## config.mk

```make
export PLATFORM = sky130hd
export DESIGN_NAME = uart_rx_flat
export DESIGN_NICKNAME = d
export VERILOG_FILES = /design/src/rtl/uart_rx_if.sv /design/src/rtl/uart_rx.sv /design/src/flat_wrapper.sv
export SDC_FILE = /design/constraint.sdc
export NUM_CORES = 1
export LEC_CHECK = 0
export CAP_MARGIN = 10
export CORE_AREA = 2 2 56 58
export DETAILED_ROUTE_END_ITERATION = 16
export DIE_AREA = 0 0 58 60
export GPL_TIMING_DRIVEN = 0
export PLACE_DENSITY = 0.71
export SKIP_CTS_REPAIR_TIMING = 1
export SYNTH_ARGS = -nofsm -noshare
export SYNTH_HDL_FRONTEND = slang
export SYNTH_SLANG_ARGS = --single-unit
```

## constraint.sdc

```tcl
create_clock -name clock -period 1.65 [get_ports clock]
set_input_delay 0.495 -clock clock [delete_from_list [all_inputs] [get_ports clock]]
set_output_delay 0.495 -clock clock [all_outputs]
set_load 0.1 [all_outputs]
```

## src/rtl/uart_rx_if.sv

```systemverilog
// -----------------------------------------------------------------------------
// uart_rx_if
//   Bus-side interface of the UART receiver: the received word, its per-word
//   error flags and the consumer's ready.
//
//   Handshake (valid/ready):
//   - The producer raises data_valid together with a stable data_out,
//     frame_error and parity_error.
//   - A word is consumed at any rising clock edge where data_valid and
//     data_ready are both high.
//   - The producer never changes data_out or the flags while data_valid is
//     high and the word is unconsumed.
//   - overrun_error is a one-cycle pulse that is independent of the handshake.
//
//   Parameter
//     DATA_BITS     : width of the received word (5..9)
//   Signals
//     data_out      : last received data word
//     data_valid    : data_out holds an unconsumed word
//     data_ready    : consumer accepts the word
//     frame_error   : stop bit of the word in data_out was sampled low
//     parity_error  : parity mismatch on the word in data_out
//     overrun_error : one-cycle pulse when a completed frame is dropped
//   Modports
//     master : receiver side (drives word and flags, reads ready)
//     slave  : consumer side
// -----------------------------------------------------------------------------
interface uart_rx_if #(
    parameter int DATA_BITS = 8
);
    logic [DATA_BITS-1:0] data_out;
    logic                 data_valid;
    logic                 data_ready;
    logic                 frame_error;
    logic                 parity_error;
    logic                 overrun_error;

    modport master (
        output data_out,
        output data_valid,
        output frame_error,
        output parity_error,
        output overrun_error,
        input  data_ready
    );

    modport slave (
        input  data_out,
        input  data_valid,
        input  frame_error,
        input  parity_error,
        input  overrun_error,
        output data_ready
    );
endinterface

```

## src/rtl/uart_rx.sv

```systemverilog
// -----------------------------------------------------------------------------
// uart_rx
//   UART serial receiver that sits downstream of a baud rate generator.
//
//   Operation
//   - Synchronises the rx line.
//   - Detects a start edge and enables the generator's RX tick.
//   - On each tick, samples one bit: start, LSB-first data, optional parity,
//     then stop.
//   - Presents each received word on a valid/ready interface together with
//     its per-word error flags.
//
//   Compile-time option
//     UART_RX_PARITY_EN
//       defined   : one even-parity bit follows the data bits and
//                   parity_error reports a mismatch.
//       undefined : STOP follows the last data bit and parity_error is
//                   tied to 0.
//
//   Ports
//     clock               : single clock for all logic
//     reset               : synchronous, active-low reset
//     rx                  : asynchronous serial line, idles high
//     rx_baud_rate        : one-cycle sample tick from the baud generator
//     rx_baud_rate_reg_en : enable to the baud generator
//                           (high from start edge until frame end)
//     bus                 : uart_rx_if.master
//                           (data_out / data_valid / data_ready / error flags)
//     state_dbg           : current FSM state encoding, for observation
// -----------------------------------------------------------------------------
module uart_rx #(
    parameter int DATA_BITS = 8
) (
    input  logic             clock,
    input  logic             reset,
    input  logic             rx,
    input  logic             rx_baud_rate,
    output logic             rx_baud_rate_reg_en,
    uart_rx_if.master        bus,
    output logic [2:0]       state_dbg
);

    localparam int CNT_W = $clog2(DATA_BITS + 1);
    localparam logic [CNT_W-1:0] LAST_BIT = CNT_W'(DATA_BITS - 1);

    typedef enum logic [2:0] {
        S_IDLE   = 3'd0,
        S_START  = 3'd1,
        S_DATA   = 3'd2,
`ifdef UART_RX_PARITY_EN
        S_PARITY = 3'd3,
`endif
        S_STOP   = 3'd4,
        S_DONE   = 3'd5
    } state_e;

    state_e               state_q, state_d;
    logic                 rx_meta_q, rx_meta_d;
    logic                 rx_s_q, rx_s_d;
    logic                 rx_prev_q, rx_prev_d;
    logic                 en_q, en_d;
    logic [CNT_W-1:0]     cnt_q, cnt_d;
    logic [DATA_BITS-1:0] shift_q, shift_d;
    logic                 stop_q, stop_d;
    logic [DATA_BITS-1:0] data_q, data_d;
    logic                 valid_q, valid_d;
    logic                 ferr_q, ferr_d;
    logic                 perr_q, perr_d;
    logic                 ovr_q, ovr_d;
    logic                 start_edge;
    logic                 parity_mismatch;
    state_e               after_data;

`ifdef UART_RX_PARITY_EN
    logic                 par_q, par_d;

    // Even parity: XOR over data bits plus the parity bit must be 0.
    assign parity_mismatch = (^shift_q) ^ par_q;
    assign after_data      = S_PARITY;
`else
    assign parity_mismatch = 1'b0;
    assign after_data      = S_STOP;
`endif

    // Falling edge of the synchronised line. Only acted on in IDLE, so a
    // line held low across DONE cannot start a frame until it is seen high.
    assign start_edge = rx_prev_q & ~rx_s_q;

    always_comb begin
        rx_meta_d = rx;
        rx_s_d    = rx_meta_q;
        rx_prev_d = rx_s_q;
        state_d   = state_q;
        en_d      = en_q;
        cnt_d     = cnt_q;
        shift_d   = shift_q;
        stop_d    = stop_q;
        data_d    = data_q;
        valid_d   = valid_q;
        ferr_d    = ferr_q;
        perr_d    = perr_q;
        ovr_d     = 1'b0;
`ifdef UART_RX_PARITY_EN
        par_d     = par_q;
`endif

        // Consumption; a load in DONE below overrides this in the same cycle.
        if (valid_q && bus.data_ready) begin
            valid_d = 1'b0;
        end

        case (state_q)
            S_IDLE: begin
                if (start_edge) begin
                    state_d = S_START;
                    en_d    = 1'b1;
                end
            end
            S_START: begin
                if (rx_baud_rate) begin
                    if (!rx_s_q) begin
                        state_d = S_DATA;
                        cnt_d   = '0;
                    end else begin
                        // Line was high at mid-start: treat as glitch.
                        state_d = S_IDLE;
                        en_d    = 1'b0;
                    end
                end
            end
            S_DATA: begin
                if (rx_baud_rate) begin
                    // LSB arrives first, so shift in from the top.
                    shift_d = {rx_s_q, shift_q[DATA_BITS-1:1]};
                    cnt_d   = cnt_q + CNT_W'(1);
                    if (cnt_q == LAST_BIT) begin
                        state_d = after_data;
                    end
                end
            end
`ifdef UART_RX_PARITY_EN
            S_PARITY: begin
                if (rx_baud_rate) begin
                    par_d   = rx_s_q;
                    state_d = S_STOP;
                end
            end
`endif
            S_STOP: begin
                if (rx_baud_rate) begin
                    stop_d  = rx_s_q;
                    state_d = S_DONE;
                end
            end
            S_DONE: begin
                state_d = S_IDLE;
                en_d    = 1'b0;
                if (!valid_q || bus.data_ready) begin
                    data_d  = shift_q;
                    ferr_d  = ~stop_q;
                    perr_d  = parity_mismatch;
                    valid_d = 1'b1;
                end else begin
                    // Output still held: drop the new word, keep the old one.
                    ovr_d = 1'b1;
                end
            end
            default: begin
                state_d = S_IDLE;
                en_d    = 1'b0;
            end
        endcase
    end

    always_ff @(posedge clock) begin
        if (!reset) begin
            state_q   <= S_IDLE;
            rx_meta_q <= 1'b1;
            rx_s_q    <= 1'b1;
            rx_prev_q <= 1'b1;
            en_q      <= 1'b0;
            cnt_q     <= '0;
            shift_q   <= '0;
            stop_q    <= 1'b1;
            data_q    <= '0;
            valid_q   <= 1'b0;
            ferr_q    <= 1'b0;
            perr_q    <= 1'b0;
            ovr_q     <= 1'b0;
`ifdef UART_RX_PARITY_EN
            par_q     <= 1'b0;
`endif
        end else begin
            state_q   <= state_d;
            rx_meta_q <= rx_meta_d;
            rx_s_q    <= rx_s_d;
            rx_prev_q <= rx_prev_d;
            en_q      <= en_d;
            cnt_q     <= cnt_d;
            shift_q   <= shift_d;
            stop_q    <= stop_d;
            data_q    <= data_d;
            valid_q   <= valid_d;
            ferr_q    <= ferr_d;
            perr_q    <= perr_d;
            ovr_q     <= ovr_d;
`ifdef UART_RX_PARITY_EN
            par_q     <= par_d;
`endif
        end
    end

    assign rx_baud_rate_reg_en = en_q;
    assign bus.data_out        = data_q;
    assign bus.data_valid      = valid_q;
    assign bus.frame_error     = ferr_q;
    assign bus.parity_error    = perr_q;
    assign bus.overrun_error   = ovr_q;
    assign state_dbg           = state_q;

endmodule
```

## src/flat_wrapper.sv

```systemverilog
// flat-port wrapper written by rule: the top's interface ports become plain ports
module uart_rx_flat 
#(
    parameter int DATA_BITS = 8
)
  (clock, reset, rx, rx_baud_rate, rx_baud_rate_reg_en, state_dbg, bus_data_out, bus_data_valid, bus_frame_error, bus_parity_error, bus_overrun_error, bus_data_ready);
  uart_rx_if #(.DATA_BITS(DATA_BITS)) bus_i ();
  input  logic clock;
  input  logic reset;
  input  logic rx;
  input  logic rx_baud_rate;
  output logic rx_baud_rate_reg_en;
  output logic [2:0] state_dbg;
  output wire logic [$bits(bus_i.data_out)-1:0] bus_data_out;
  output wire logic [$bits(bus_i.data_valid)-1:0] bus_data_valid;
  output wire logic [$bits(bus_i.frame_error)-1:0] bus_frame_error;
  output wire logic [$bits(bus_i.parity_error)-1:0] bus_parity_error;
  output wire logic [$bits(bus_i.overrun_error)-1:0] bus_overrun_error;
  input wire logic [$bits(bus_i.data_ready)-1:0] bus_data_ready;
  assign bus_data_out = bus_i.data_out;
  assign bus_data_valid = bus_i.data_valid;
  assign bus_frame_error = bus_i.frame_error;
  assign bus_parity_error = bus_i.parity_error;
  assign bus_overrun_error = bus_i.overrun_error;
  assign bus_i.data_ready = bus_data_ready;
  uart_rx #(.DATA_BITS(DATA_BITS)) u_core (.clock(clock), .reset(reset), .rx(rx), .rx_baud_rate(rx_baud_rate), .rx_baud_rate_reg_en(rx_baud_rate_reg_en), .bus(bus_i), .state_dbg(state_dbg));
endmodule
```

==> impl_metrics.env, run 1 <==
export IMPL_wirelength_um=2830
export IMPL_placementRows=20
export IMPL_top_layer="met4"
export IMPL_nets=182
export IMPL_antenna_found_initial=0
export IMPL_clock_skew_ps=5.95
export IMPL_comb_power_share_pct=7.2
export IMPL_drtAntennaViolNets=0
export IMPL_fin_area_um2=1550
export IMPL_syn_instance_count=150
export IMPL_cell_internal_pwr_mw=0.932
export IMPL_fmax_ghz=0.618
export IMPL_ys_ff_latch=31
export IMPL_synthTopCellsByArea="dfxtp_1 (46%), a21oi_1 (7.9%), nand2_1 (5.6%)"
export IMPL_rr_worst_depth=4
export IMPL_holdWs_ps=415
export IMPL_reg2reg_slack_ps=220
export IMPL_synth_common_cells="dfxtp_1 (31), a21oi_1 (21), nand2_1 (20), o21ai_0 (12), nand3_1 (10)"
export IMPL_cp_depth=1
export IMPL_rsz0062_at_grt="no"
export IMPL_whs_path_depth=1
export IMPL_p_total_mw=1.23
export IMPL_clock_sinks=31
export IMPL_ys_warn_count=0
export IMPL_startpoint_type="flip-flop"
export IMPL_die_y_um=60
export IMPL_synth_xor_area_share_pct=0
export IMPL_r2r_end="u_core.state_dbg[1]"
export IMPL_place_area_um2=1580
export IMPL_report_final_slew_viol_count=0
export IMPL_ios=21
export IMPL_crit_type="flip-flop to output port"
export IMPL_layout_drive_gt1_share_pct=24.6
export IMPL_synth_simple_area_share_pct=25.7
export IMPL_first_global_vias=1081
export IMPL_syn_to_final_growth_pct=15.8
export IMPL_slew_headroom_pct=64.0
export IMPL_synth_avg_cell_area_um2=8.93
export IMPL_worstReg2RegStart="u_core.cnt_q[0]"
export IMPL_drcViolationCount=0
export IMPL_grt_pass1_wl_um=4730
export IMPL_synth_edf_count=0
export IMPL_synth_compound_area_share_pct=20.0
export IMPL_vias=1161
export IMPL_cpPeakStageDelay_ps=460
export IMPL_synth_mux_area_fraction_pct=0
export IMPL_tightest_slew_ps=542
export IMPL_route_met2_wl_um=1260
export IMPL_p_sw_share_pct=24.0
export IMPL_critical_path_slowest_cell="clkbuf_2"
export IMPL_stdcell_count=208
export IMPL_wl_met3_um=161
export IMPL_syn_area_um2=1340
export IMPL_vias_per_cell=5.58
export IMPL_initial_core_util_pct=46.1
export IMPL_cp_buffers_inverters=1
export IMPL_synth_cell_types=38
export IMPL_cap_violations=0
export IMPL_clkPwrFrac_pct=31.0
export IMPL_fin_crit_ps=1620
export IMPL_die_x_um=58
export IMPL_tns_ps=0
export IMPL_cts_tree="done"
export IMPL_cp_top_family="buffers and inverters"
export IMPL_wl_met1_um=1340
export IMPL_p_per_area_nw_per_um2=790
export IMPL_cts_buffers=5
export IMPL_p_leak_nw=0.571
export IMPL_startpoint="u_core.bus.data_out[6]"
export IMPL_hold_path_class="flip-flop to flip-flop"
export IMPL_n_fill_cell=270
export IMPL_syn_num_nets=156
export IMPL_h_tree_depth=2
export IMPL_period_share_pct=98.0
export IMPL_worstPathCellList="clkbuf_2"
export IMPL_required_ps=1150
export IMPL_clock_latency_ps=320
export IMPL_wl_per_cell_um=13.6
export IMPL_grtUsageTotal_pct=18.3
export IMPL_grt_max_degree=11
export IMPL_place_inst=202
export IMPL_cp_max_fo=2
export IMPL_dpl_hpwl_um=1980
export IMPL_synthAdderAreaFrac_pct=0.935
export IMPL_port_buffers=19
export IMPL_cts_root_buf="clkbuf_4"
export IMPL_ir_drop_mv=0.469
export IMPL_first_pass_iters=4
export IMPL_setup_violations=0
export IMPL_synth_flop_cell="dfxtp_1"
export IMPL_grt_overflow_total=0
export IMPL_async_reset_ff_share_pct=0
export IMPL_ys_seq_area_share_pct=46.4
export IMPL_num_antenna_cells=0
export IMPL_switchingPower_mw=0.294
export IMPL_critPathCapture="bus_data_out[6]"
export IMPL_synth_top_family_by_area="simple AND/OR/NAND/NOR gates"
export IMPL_core_um2=2900
export IMPL_cp_arrival_ps=1120
export IMPL_synth_top_area_share_pct=46.4
export IMPL_pre_cts_ws_ps=-369
export IMPL_place_congestion=0.813
export IMPL_clk_pin_slew_ps=90
export IMPL_end_kind="output port"
export IMPL_setup_ws_ps=32.6
export IMPL_synth_top_cell_by_area="dfxtp_1"
export IMPL_hold_viol=0
export IMPL_seq_power_share_pct=61.8
export IMPL_status="finished clean"
export IMPL_drt_initial_drc_count=33
export IMPL_fin_util_pct=53.4
export IMPL_fp_dieArea_um2=3480
export IMPL_cts_path_max_buffers=2
export IMPL_synth_most_common_cell="dfxtp_1"
==> flip-flops by register name (all words and copies together), names as in the netlist <==
register / count
u_core.cnt_q: 4
u_core.shift_q: 8
u_core.rx_baud_rate_reg_en: 1
u_core.bus.data_out: 8
u_core.rx_prev_d: 1
u_core.bus.data_valid: 1
u_core.bus.frame_error: 1
u_core.stop_q: 1
u_core.rx_prev_q: 1
u_core.rx_meta_q: 1
u_core.state_dbg: 3
u_core.bus.overrun_error: 1
==> cell families after synthesis <==
kind of cell | after synthesis
and+or+nand+nor | 60
AOI/OAI and AO/OA | 43
DFF | 31
buffers and inverters | 14
adders and majority gates | 1
other | 1
==> placed cells by master (no fill, tap or decap), drive strengths merged, types with 4 or more instances in the layout <==
cell type and n:
a21oi 23, buf 14, clkbuf 19, clkdlybuf4s50 4, dfxtp 31, nand2 20
nand2b 8, nand3 10, nor2 4, o21ai 12
==> area by class of cell <==
cell class	instances	area, um^2	area share [%]
tap	33	41.3	2.66
sequential	31	626	40.4
inverter	2	7.51	0.484
buffer	12	83.8	5.41
multi-input combinational	105	628	40.5
timing repair buffer	19	123	7.91
clock buffer	6	41.3	2.66
==> per-layer routing <==
layer | vias up | global-route usage (%)
li1 | 583 | -
met1 | 540 | 22.3
met2 | 29 | 28.6
met3 | 9 | 6.28
met4 | 0 | 9.63
met5 | - | 0
==> power groups by stage <==
stage | Clock [mW] | Sequential, mW | Combinational, mW
after CTS | 0.393 | 0.758 | 0.0892
after global placement | 0 | 0.775 | 0.0867
final | 0.380 | 0.758 | 0.0877
after global routing | 0.417 | 0.759 | 0.0953
after detailed placement | 0 | 0.775 | 0.0889
after floorplan | 0 | 0.792 | 0.0475
==> worst min path at each step <==
stage,from,end,slack (ps)
after floorplan,u_core.rx_meta_q,u_core.rx_prev_d,390
after global placement,u_core.rx_meta_q,u_core.rx_prev_d,390
after detailed placement,u_core.rx_meta_q,u_core.rx_prev_d,400
after CTS,u_core.rx_meta_q,u_core.rx_prev_d,420
after global routing,u_core.rx_meta_q,u_core.rx_prev_d,440
final,u_core.rx_meta_q,u_core.rx_prev_d,410
(Power assumes the default switching activity.)
==> inputs of run 2 (changes only) <==
--- a/config.mk
+++ b/config.mk
@@ -10,7 +10,7 @@
 export DETAILED_ROUTE_END_ITERATION = 16
 export DIE_AREA = 0 0 58 60
 export GPL_TIMING_DRIVEN = 0
-export PLACE_DENSITY = 0.71
+export PLACE_DENSITY = 0.72
 export SKIP_CTS_REPAIR_TIMING = 1
 export SYNTH_ARGS = -nofsm -noshare
 export SYNTH_HDL_FRONTEND = slang
==> constraint.sdc (replaced) <==
create_clock -name clock -period 1.8 [get_ports clock]
set_input_delay 0.54 -clock clock [delete_from_list [all_inputs] [get_ports clock]]
set_output_delay 0.54 -clock clock [all_outputs]
set_load 0.1 [all_outputs]
==> impl_metrics.env, run 2 (same netlist as run 1, synthesis figures left out) <==
export IMPL_first_global_vias=1039
export IMPL_placementRows=20
export IMPL_p_per_area_nw_per_um2=729
export IMPL_layout_common_cells="dfxtp_1 (28), a21oi_1 (21), nand2_1 (20)"
export IMPL_cp_buffers_inverters=1
export IMPL_cap_violations=0
export IMPL_period_share_pct=96.1
export IMPL_worstPathCellList="clkbuf_2"
export IMPL_cpPeakStageDelay_ps=470
export IMPL_drtAntennaViolNets=0
export IMPL_p_total_mw=1.12
export IMPL_first_pass_iters=4
export IMPL_wl_per_cell_um=13.3
export IMPL_num_antenna_cells=0
export IMPL_clock_latency_ps=320
export IMPL_hold_path_class="flip-flop to flip-flop"
export IMPL_cell_internal_pwr_mw=0.853
export IMPL_cp_depth=1
export IMPL_setup_violations=0
export IMPL_cp_max_fo=7
export IMPL_dpl_hpwl_um=1960
export IMPL_grt_pass1_wl_um=4640
export IMPL_layout_drive_gt1_share_pct=23.4
export IMPL_clock_skew_ps=5.66
export IMPL_vias=1154
export IMPL_seq_power_share_pct=61.9
export IMPL_grtUsageTotal_pct=18.0
export IMPL_min_from="u_core.rx_meta_q"
export IMPL_tightest_slew_ps=543
export IMPL_clk_pin_slew_ps=90
export IMPL_die_x_um=58
export IMPL_die_y_um=60
export IMPL_layout_commonest_cell="dfxtp_1"
export IMPL_fmax_ghz=0.578
export IMPL_initial_core_util_pct=46.1
export IMPL_place_area_um2=1570
export IMPL_end_kind="output port"
export IMPL_startpoint="u_core.state_dbg[2]"
export IMPL_comb_power_share_pct=7.0
export IMPL_drcViolationCount=0
export IMPL_wirelength_um=2770
export IMPL_grt_overflow_total=0
export IMPL_grt_max_degree=11
export IMPL_cp_arrival_ps=1190
export IMPL_port_buffers=19
export IMPL_clock_sinks=31
export IMPL_startpoint_type="flip-flop"
export IMPL_core_um2=2900
export IMPL_worstReg2RegStart="u_core.cnt_q[0]"
export IMPL_hold_viol=0
export IMPL_report_final_slew_viol_count=0
export IMPL_critical_path_slowest_cell="clkbuf_2"
export IMPL_vias_per_cell=5.55
export IMPL_place_congestion=0.850
export IMPL_rsz0062_at_grt="no"
export IMPL_fin_crit_ps=1730
export IMPL_critPathCapture="state_dbg[2]"
export IMPL_p_sw_share_pct=24.0
export IMPL_cts_buffers=5
export IMPL_ir_drop_mv=0.428
export IMPL_slew_headroom_pct=63.9
export IMPL_antenna_found_initial=0
export IMPL_h_tree_depth=2
export IMPL_syn_to_final_growth_pct=15.0
export IMPL_cts_tree="done"
export IMPL_clkPwrFrac_pct=31.1
export IMPL_cts_root_buf="clkbuf_4"
export IMPL_rr_worst_depth=4
export IMPL_ios=21
export IMPL_crit_type="flip-flop to output port"
export IMPL_cts_path_max_buffers=2
export IMPL_drt_initial_drc_count=70
export IMPL_nets=182
export IMPL_fp_dieArea_um2=3480
export IMPL_p_leak_nw=0.563
export IMPL_reg2reg_slack_ps=360
export IMPL_fin_area_um2=1540
export IMPL_r2r_end="u_core.state_dbg[1]"
export IMPL_required_ps=1260
export IMPL_status="finished clean"
export IMPL_n_fill_cell=292
export IMPL_switchingPower_mw=0.269
export IMPL_cp_top_family="buffers and inverters"
[run 2: cell types whose count changed in the layout (fill, tap and decap cells not counted), sizes merged]
| cell | before | now |
|---|---|---|
| buf | 14 | 10 |
| clkbuf | 19 | 23 |
[run 2: stage by stage]
stage	cells	setup slack [ps]	utilization (%)	hold slack, ps	TNS [ps]
after floorplan	150	102	-	386	0
after global placement	202	-248	54.2	388	-3860
after detailed placement	202	-247	54.2	395	-4690
after CTS	208	-612	55.6	417	-8350
after global routing	208	24.9	53.1	428	0
final	208	70.6	53.1	411	0
[run 2: cell type report]
type                    instances  area [um^2]  area share, %
well taps                      33         41.3           2.68
flip-flops and latches         31          624           40.5
clock buffers                   6         41.3           2.68
repair buffers                 19          115           7.47
plain buffers                  12         82.6           5.36
multi-input cells             105          628           40.8
inverters                       2         7.51          0.487
[run 2: worst min path at each step]
stage / end / slack [ps] / cells after the start
3_5_place_dp: u_core.rx_prev_d / 400 / 1
4_1_cts: u_core.rx_prev_d / 420 / 1
5_1_grt: u_core.rx_prev_d / 430 / 1
3_3_place_gp: u_core.rx_prev_d / 390 / 1
2_1_floorplan: u_core.rx_prev_d / 390 / 1
6_report: u_core.rx_prev_d / 410 / 1
[run 2: per-layer routing]
layer | GRT usage, % | wire (um) | share of wire (%) | vias up
met5 | 0 | 0 | 0 | -
met4 | 7.64 | 42 | 1.5 | 0
met3 | 6.49 | 190 | 6.9 | 7
met2 | 28.7 | 1270 | 46 | 35
met1 | 21.9 | 1270 | 46 | 535
li1 | - | - | - | 577
[run 2: power by group through the flow]
stage,Sequential [mW],Clock (mW),Combinational (mW)
2_1_floorplan,0.726,0,0.0435
4_1_cts,0.695,0.362,0.0813
3_3_place_gp,0.711,0,0.0795
5_1_grt,0.696,0.382,0.0852
6_report,0.695,0.349,0.0790
3_5_place_dp,0.711,0,0.0811
